### config.mk
export PLATFORM = sky130hd
export DESIGN_NAME = fios_result_collector
export DESIGN_NICKNAME = d
export VERILOG_FILES = /design/src/rtl/fios_pkg.sv /design/src/rtl/fios_limb_norm.sv /design/src/rtl/fios_result_collector.sv
export SDC_FILE = /design/constraint.sdc
export NUM_CORES = 1
export LEC_CHECK = 0
export CORE_MARGIN = 2
export CORE_UTILIZATION = 47
export DETAILED_ROUTE_END_ITERATION = 12
export PLACE_DENSITY_LB_ADDON = 0.05
export SLEW_MARGIN = 20
export SYNTH_ARGS = -nofsm -noshare
export SYNTH_HDL_FRONTEND = slang
export SYNTH_SLANG_ARGS = --single-unit
### constraint.sdc
create_clock -name clock_i -period 4.25 [get_ports clock_i]
set_clock_uncertainty 0.15 [all_clocks]
set_input_delay 0.6375 -clock clock_i [delete_from_list [all_inputs] [get_ports clock_i]]
set_output_delay 0.6375 -clock clock_i [all_outputs]
set_load 0.1 [all_outputs]
### src/rtl/fios_pkg.sv
// Shared types for the FIOS result collector: limb/P-word widths, carry width and FSM states.
package fios_pkg;

  localparam int WORD_W  = 17;
  localparam int P_W     = 2 * WORD_W;
  localparam int CARRY_W = P_W - WORD_W + 1;

  typedef logic [WORD_W-1:0] limb_t;
  typedef logic [P_W-1:0]    pword_t;

  typedef enum logic [1:0] {IDLE, COLLECT, FLUSH, DONE} coll_state_t;

endpackage

### src/rtl/fios_limb_norm.sv
// One-limb normalisation stage: adds the running carry to a redundant P word and, beside it,
// subtracts a modulus limb with borrow. Purely combinational; the parent registers the results.
module fios_limb_norm
  import fios_pkg::*;
(
  input  pword_t             p,
  input  logic [CARRY_W-1:0] carry_in,
  input  logic               borrow_in,
  input  limb_t              m,
  output limb_t              limb,
  output logic [CARRY_W-1:0] carry_out,
  output limb_t              diff,
  output logic               borrow_out
);

  logic [P_W:0]    sum;
  logic [WORD_W:0] dsub;

  assign sum        = {1'b0, p} + {{(P_W + 1 - CARRY_W){1'b0}}, carry_in};
  assign limb       = sum[WORD_W-1:0];
  assign carry_out  = sum[P_W:WORD_W];

  // The top bit of the widened difference is the borrow out of this limb.
  assign dsub       = {1'b0, limb} - {1'b0, m} - {{WORD_W{1'b0}}, borrow_in};
  assign diff       = dsub[WORD_W-1:0];
  assign borrow_out = dsub[WORD_W];

endmodule

### src/rtl/fios_result_collector.sv
// Collects S redundant P words into a normalised (S+1)-limb result with valid/ready output.
// Optional macro FIOS_FINAL_SUB_EN adds the m_i port and a single conditional final subtraction.
module fios_result_collector
  import fios_pkg::*;
#(
  parameter int S = 16
) (
  input  logic                    clock_i,
  input  logic                    reset_i,
  input  logic                    start_i,
  input  logic                    p_valid_i,
  input  pword_t                  p_i,
`ifdef FIOS_FINAL_SUB_EN
  input  logic [S*WORD_W-1:0]     m_i,
`endif
  output logic                    ready_o,
  output logic                    res_valid_o,
  input  logic                    res_ready_i,
  output logic [(S+1)*WORD_W-1:0] res_o,
  output logic                    err_o
);

  localparam int CNT_W = $clog2(S + 1);

  coll_state_t        state_q, state_d;
  logic [CNT_W-1:0]   count_q, count_d;
  logic [CARRY_W-1:0] carry_q, carry_d;
  logic               err_q, err_d;
  limb_t              raw_q [S+1];
  limb_t              raw_d [S+1];
`ifdef FIOS_FINAL_SUB_EN
  limb_t              diff_q [S+1];
  limb_t              diff_d [S+1];
  logic               borrow_q, borrow_d;
`endif

  pword_t             norm_p;
  logic [CARRY_W-1:0] norm_cin, norm_cout;
  logic               norm_bin, norm_bout;
  limb_t              norm_m, norm_limb, norm_diff;
  logic               first_word, flush, take;
  logic [CNT_W-1:0]   idx;

  // Word 0 always starts from a clean chain; FLUSH feeds a zero word so limb S = carry.
  always_comb begin
    first_word = (state_q == IDLE) || (state_q == DONE);
    flush      = (state_q == FLUSH);
    norm_p     = flush ? '0 : p_i;
    norm_cin   = first_word ? '0 : carry_q;
`ifdef FIOS_FINAL_SUB_EN
    norm_bin   = first_word ? 1'b0 : borrow_q;
    norm_m     = flush ? '0 : m_i[(first_word ? 0 : int'(count_q)) * WORD_W +: WORD_W];
`else
    norm_bin   = 1'b0;
    norm_m     = '0;
`endif
  end

  fios_limb_norm u_norm (
    .p          (norm_p),
    .carry_in   (norm_cin),
    .borrow_in  (norm_bin),
    .m          (norm_m),
    .limb       (norm_limb),
    .carry_out  (norm_cout),
    .diff       (norm_diff),
    .borrow_out (norm_bout)
  );

`ifndef FIOS_FINAL_SUB_EN
  logic unused_sub;
  assign unused_sub = ^{norm_diff, norm_bout};
`endif

  always_comb begin
    state_d = state_q;
    count_d = count_q;
    carry_d = carry_q;
    err_d   = err_q;
    raw_d   = raw_q;
`ifdef FIOS_FINAL_SUB_EN
    diff_d   = diff_q;
    borrow_d = borrow_q;
`endif
    take = 1'b0;
    idx  = count_q;

    case (state_q)
      IDLE: begin
        if (p_valid_i) begin
          if (start_i) begin
            take    = 1'b1;
            idx     = '0;
            state_d = (S == 1) ? FLUSH : COLLECT;
          end else begin
            err_d = 1'b1;
          end
        end
      end
      COLLECT: begin
        if (p_valid_i) begin
          take = 1'b1;
          if (start_i) err_d = 1'b1;
          if (count_q == CNT_W'(S - 1)) state_d = FLUSH;
        end
      end
      FLUSH: begin
        raw_d[S] = norm_limb;
`ifdef FIOS_FINAL_SUB_EN
        diff_d[S] = norm_diff;
        borrow_d  = norm_bout;
`endif
        if (carry_q[CARRY_W-1] || p_valid_i) err_d = 1'b1;
        state_d = DONE;
      end
      default: begin
        if (res_ready_i && p_valid_i && start_i) begin
          take    = 1'b1;
          idx     = '0;
          state_d = (S == 1) ? FLUSH : COLLECT;
        end else begin
          if (res_ready_i) state_d = IDLE;
          if (p_valid_i) err_d = 1'b1;
        end
      end
    endcase

    if (take) begin
      raw_d[idx] = norm_limb;
      carry_d    = norm_cout;
      count_d    = idx + CNT_W'(1);
`ifdef FIOS_FINAL_SUB_EN
      diff_d[idx] = norm_diff;
      borrow_d    = norm_bout;
`endif
    end
  end

  always_ff @(posedge clock_i) begin
    if (reset_i) begin
      state_q <= IDLE;
      count_q <= '0;
      carry_q <= '0;
      err_q   <= 1'b0;
      raw_q   <= '{default: '0};
`ifdef FIOS_FINAL_SUB_EN
      diff_q   <= '{default: '0};
      borrow_q <= 1'b0;
`endif
    end else begin
      state_q <= state_d;
      count_q <= count_d;
      carry_q <= carry_d;
      err_q   <= err_d;
      raw_q   <= raw_d;
`ifdef FIOS_FINAL_SUB_EN
      diff_q   <= diff_d;
      borrow_q <= borrow_d;
`endif
    end
  end

  assign ready_o     = (state_q == IDLE) || ((state_q == DONE) && res_ready_i);
  assign res_valid_o = (state_q == DONE);
  assign err_o       = err_q;

  // A final borrow means R < M, so the unreduced limbs are the answer.
  always_comb begin
    res_o = '0;
    for (int k = 0; k <= S; k++) begin
`ifdef FIOS_FINAL_SUB_EN
      res_o[k*WORD_W +: WORD_W] = borrow_q ? raw_q[k] : diff_q[k];
`else
      res_o[k*WORD_W +: WORD_W] = raw_q[k];
`endif
    end
  end

endmodule

==> results of run 1 <==
## cell type report
class,instances,area (um^2),share of cell area
clock inverter,5,68.8,0.00380
multi-input combinational,1207,6410,0.355
clock buffer,54,1060,0.0585
tap,378,473,0.0261
timing repair buffer,380,3700,0.205
inverter,17,63.8,0.00353
sequential,315,6310,0.349
## through the flow
step	worst slack, ns	util
finish	0.312	0.649
detailed placement	0.165	0.609
floorplan	0.426	-
global placement	0.269	0.609
CTS	0.135	0.649
global route	0.0234	0.649
## kinds of logic after synthesis
family / Yosys count / share of synthesized area
adder cells (fa/ha/maj): 27 / 0.0259
AND/OR/NAND/NOR: 733 / 0.243
multiplexers: 3 / 0.00225
buffers and inverters: 153 / 0.0505
XOR/XNOR: 26 / 0.0171
flip-flops: 315 / 0.473
AO/OA/AOI/OAI: 418 / 0.187
## worst paths after layout
path | from | end | slack (ns) | depth (start not counted)
setup / recovery | state_q[1] | res_o[252] | 0.31 | 13
hold / removal | res_o[75] | res_o[75] | 0.30 | 2
setup reg to reg | state_q[1] | res_o[252] | 0.31 | 13
hold reg to reg | res_o[75] | res_o[75] | 0.30 | 2
## power by group through the flow
stage          combinational (W)  clock, W  sequential [W]
3_3_place_gp             0.00257         0         0.00322
2_1_floorplan            0.00114         0         0.00377
3_5_place_dp             0.00259         0         0.00322
6_report                 0.00263   0.00297         0.00316
4_1_cts                  0.00260   0.00301         0.00316
5_1_grt                  0.00276   0.00312         0.00317
## state kept, by name (all words and copies together) (netlist names)
register / count
res_o: 289
carry_q: 18
count_q: 5
state_q: 2
err_o: 1
## cell usage in the layout, fill, tap and decap left out, drive strengths merged, types with 10 or more instances in the layout
cell type and instances:
o21ai 66, nor2b 33, nand3 70, xnor2 19, inv 18, nand2 459
a211oi 32, o311ai 10, clkbuf 55, a21oi 253, dfxtp 315, clkdlybuf4s50 328
nor3 25, and3 13, ha 26, buf 51, nand4 11, and2 34
nor2 62
## cells in the mapped netlist (all sizes together), types with 2 or more instances
master / n
nand3: 70
o22ai: 3
a21boi: 2
and2: 34
xor2: 7
o31ai: 2
clkbuf: 87
o2111ai: 2
a211oi: 32
nand4: 11
nor2: 62
nand2b: 7
nor2b: 33
a22oi: 2
o21ai: 66
nand3b: 3
nor3: 25
dfxtp: 315
or3: 6
a31oi: 3
o311ai: 10
a311o: 8
and4: 3
mux2i: 3
a2111oi: 3
nand2: 459
buf: 49
o221ai: 2
ha: 26
xnor2: 19
o21bai: 3
and3: 13
inv: 17
a211o: 3
a21oi: 253
o21a: 5
o211a: 2
a21o: 7
a311oi: 3
## layer usage
metal / wire length (um) / part of all wire / vias up
met2: 21300 / 0.46 / 472
li1: - / - / 6234
met4: 1460 / 0.032 / 0
met1: 19600 / 0.43 / 6053
met3: 3470 / 0.076 / 83
met5: 0 / 0 / -
## what timing repair did
action,CTS,global route
hold buffers,0,0
endpoints found under the setup margin,0,18
gates resized for setup,0,2
## critical path: stages (launching register included)
cell and delay [ns]:
dfxtp_1 0.38, inv_1 0.09, ha_2 0.54, and2_1 0.21, ha_2 0.21, inv_1 0.05, fa_1 0.47, nor2b_4 0.15
o2111ai_1 0.21, a21o_1 0.25, a21oi_1 0.16, nor3_1 0.07, or3b_2 0.66, o21ai_0 0.22
==> metrics, run 1 <==
status finished, final reports clean; synthesis-to-finish area growth 35.8%; final net count 2022; syn_nets between 1.5k and 2k; post-route cell area between 15000 and 20000 um^2; Tmin final a little under 4 ns; Ant. Diodes 0; initial antenna violation count 0; unrepaired setup endpoints after global routing no; Rel. slew slack 0.231; M2 GR Usage 0.495; Clock power frac 0.339; CP max FO 20; asr flop ratio synth 0; first-pass GRT wire length 69.2 mm; DIE HEIGHT 172 um; top-level port count 331; Final Power 0.00876 W; fraction of layout instances using a drive strength above 1 0.0713; Static Leak 6.24 nW; Avg Inst Size Synth about 8 um^2; post-synthesis sequential area ratio 0.473; total CTS buffers 35; DRT antenna net count 0; element type at the critical path start register; Net Switching 0.00324 W; pin count of the biggest net entering global routing 179; minimum hold slack 0.298 ns; Final Hold Viols 0; worst IR drop on VDD 408 uV; Switching Share 0.370; M3 GR Usage 0.0641; width of the die about 170 um; Final Non-Filler Cells around 2.4k; Via density 5.45; CTS tree yes; drc violations 0; actual slew at the worst max-slew pin 1.15 ns; CP arrival 4.20 ns; M1 GR Usage 0.397; final WL ~46 mm; final worst-path cycle share 0.927; Reg clk slew, reported paths ~0.060 ns; vias in the first global route 11.8k; Num Clock Sinks approximately 320; DR iter-0 viols 1223; via count 12.8k; die area between 20000 and 30000 um^2; mapped cell area approximately 13000 um^2; DP HPWL 31.7 mm; H-Tree Level Count 2; fmax 0.254 GHz; sequential group share of total power 0.361; Filler Cell Count 2413; Area contributors post-synth dfxtp_1, nand2_1, a21oi_1; Slew Limit Fails 0; gr usage total 0.302; setup_tns 0 ns; Hold Path Class register to register; Gate power share 0.300; post-synth cell types 70; Root Driver clkbuf_16; worst path required time 4.52 ns; number of warnings issued by yosys 0; Final GP Congestion 0.932; Syn Inst Count roughly 1.7k; DP Area 17000 um^2; gr ovfl total 0; Pwr Density 484 nW/um^2; Primary FF master, synth dfxtp_1; TritonRoute pass-1 iters 5; top cell type's share of synthesized area 0.473; Top Usage Layer GRT met2; postcts setup bufs 0; CP Class register to register; row cnt 61; Yosys reg bits 315; Port Buffers 330; clk buf depth 3; Post-synth EDFFs 0; Max-Cap Viols 0; Yosys top cell by area dfxtp_1; Worst-Skew Late Latency roughly 0.52 ns; WL/cell approximately 19 um; Core Box Area 27900 um^2; CP Capture Type register; Setup violations, final 0; Starting Density 0.478; Pint between 0.005 and 0.006 W; Placed Cells 2297
Power figures use the tool's default switching activity.
==> run 2, diff against run 1 <==
--- a/config.mk
+++ b/config.mk
@@ -7,6 +7,7 @@
 export LEC_CHECK = 0
 export CORE_MARGIN = 2
 export CORE_UTILIZATION = 47
+export CTS_CLUSTER_DIAMETER = 40
 export DETAILED_ROUTE_END_ITERATION = 12
 export PLACE_DENSITY_LB_ADDON = 0.05
 export SLEW_MARGIN = 20
==> metrics, run 2 (synthesis gave the netlist of run 1 again) <==
fmax 0.255 GHz (+0.55%); commonest cells after routing, fill and taps aside nand2_1, clkdlybuf4s50_1, dfxtp_1; Starting Density 0.478 (unchanged); CP arrival 4.21 ns (about the same); DRT antenna net count 0 (unchanged); CTS tree yes; slowest cell on the critical path or3b_2; die area 29700 um^2 (unchanged); element type at the critical path start register; worst IR drop on VDD 407 uV (-0.21%); pre-CTS setup slack 0.165 ns (unchanged); Static Leak 6.41 nW (+2.6%); Placed Cells 2297 (unchanged); drc violations 0 (unchanged); Met3 Routed Length 3.53 mm (+1.7%); gr usage total 0.302 (about the same); H-Tree Level Count 2 (unchanged); initial antenna violation count 0 (unchanged); Hold Path Depth 2 (unchanged); status finished, final reports clean; WL/cell 19.4 um (-0.15%); final WL 46.0 mm (+0.44%); width of the die 172 um (unchanged); min-delay src res_o[251]; DR iter-0 viols 1033 (-16%); CP cell instances inv_1 > ha_2 > and2_1 > ha_2 > inv_1 > fa_1 > nor2b_4 > o2111ai_1 > a21o_1 > a21oi_1 > nor3_1 > or3b_2 > o21ai_0; Final Power 0.00947 W (+8.1%); worst path required time 4.54 ns (+0.02 ns); Max Used Layer met4; DP HPWL 31.7 mm (unchanged); worst setup margin 0.334 ns (+0.0217 ns); Port Buffers 330 (unchanged); Num Clock Sinks 315 (unchanged); Filler Cell Count 2390 (-0.95%); Setup violations, final 0 (unchanged); clk buf depth 3 (unchanged); vias in the first global route 11.9k (+0.91%); TritonRoute pass-1 iters 5 (unchanged); Via density 5.47 (+0.35%); CP Class register to register; Final GP Congestion 0.932 (unchanged); setup_tns 0 ns (unchanged); Reg2Reg Depth 13 (unchanged); CP Capture Type register; DIE HEIGHT 172 um (unchanged); Critical Path Max Stage Delay 0.66 ns (about the same); Hold Path Class register to register; Worst-Skew Late Latency 0.54 ns (+0.02 ns); Root Driver clkbuf_16; minimum hold slack 0.299 ns (+0.00116 ns); M1 wire length 19.6 mm (about the same); hold worst-path end res_o[251]; final worst-path cycle share 0.921 (-0.00509); max reg flops 289 (unchanged); Final Non-Filler Cells 2370 (+0.59%); total CTS buffers 41 (+17%); commonest non-fill, non-tap cell in the layout nand2_1; Core Box Area 27900 um^2 (unchanged); top-level port count 331 (unchanged); unrepaired setup endpoints after global routing no; Tmin final 3.92 ns (-0.0217 ns); Ant. Diodes 0 (unchanged); synthesis-to-finish area growth 38.4%; Rel. slew slack 0.229 (-0.00223); CP max FO 20 (unchanged); pin count of the biggest net entering global routing 179 (unchanged); actual slew at the worst max-slew pin 1.15 ns (+0.00333 ns); CTS Hold Bufs 0 (unchanged); Reg clk slew, reported paths 0.06 ns (about the same); reg2reg start state_q[1]; gr ovfl total 0 (unchanged); final net count 2028 (+0.30%); Met2 Wirelength 21.6 mm (+1.2%); Reg2Reg Setup Slack 0.33 ns (+0.02 ns); Pwr Density 514 nW/um^2 (+6.0%); first-pass GRT wire length 69.2 mm (about the same); R2R Path End res_o[286]; postcts setup bufs 0 (unchanged); Slew Limit Fails 0 (unchanged); Final Hold Viols 0 (unchanged); via count 13.0k (+0.94%); row cnt 61 (unchanged); PostCTS Resize Cnt 0 (unchanged); Max-Cap Viols 0 (unchanged); fraction of layout instances using a drive strength above 1 0.0808 (+0.00954)
-- run 2: stage by stage --
stage	cell area, um^2	util
after floorplan	13300	-
after global placement	17000	0.609
after detailed placement	17000	0.609
after CTS	18400	0.662
after global routing	18400	0.662
final	18400	0.662
-- run 2: power by group --
| group | internal (W) | leakage (nW) | switching (W) |
|---|---|---|---|
| Clock | 0.00232 | 0.717 | 0.00136 |
| Combinational | 0.000669 | 3.15 | 0.00196 |
| Sequential | 0.00308 | 2.54 | 0.0000809 |
-- run 2: critical path, delay by kind of cell (launching register included) --
kind,cells,cell delay [ns]
buffers and inverters,2,0.15
and+or+nand+nor,4,1.08
adders and majority gates,3,1.22
AOI/OAI and AO/OA,4,0.83
DFF,1,0.39
-- run 2: worst max-delay path by stage --
stage / startpoint / end / slack (ns)
floorplan: state_q[0] / carry_q[3] / 0.43
detailed placement: state_q[1] / res_o[14] / 0.17
finish: state_q[1] / res_o[286] / 0.33
CTS: state_q[1] / res_o[269] / 0.14
global route: state_q[1] / res_o[286] / 0.04
global placement: state_q[0] / res_o[14] / 0.27
-- run 2: metal layers --
layer / vias up / global-route usage
li1: 6243 / -
met1: 6146 / 0.397
met3: 77 / 0.0716
met4: 0 / 0.0957
met5: - / 0
met2: 497 / 0.491
-- run 2: cell type report --
type                            count  area, um^2  area share
Clock buffer                       49        1120      0.0606
Clock inverter                     24         357      0.0193
Inverter                           17        63.8     0.00346
Multi-Input combinational cell   1207        6410       0.348
Sequential cell                   315        6310       0.342
Tap cell                          378         473      0.0257
Timing Repair Buffer              380        3700       0.201
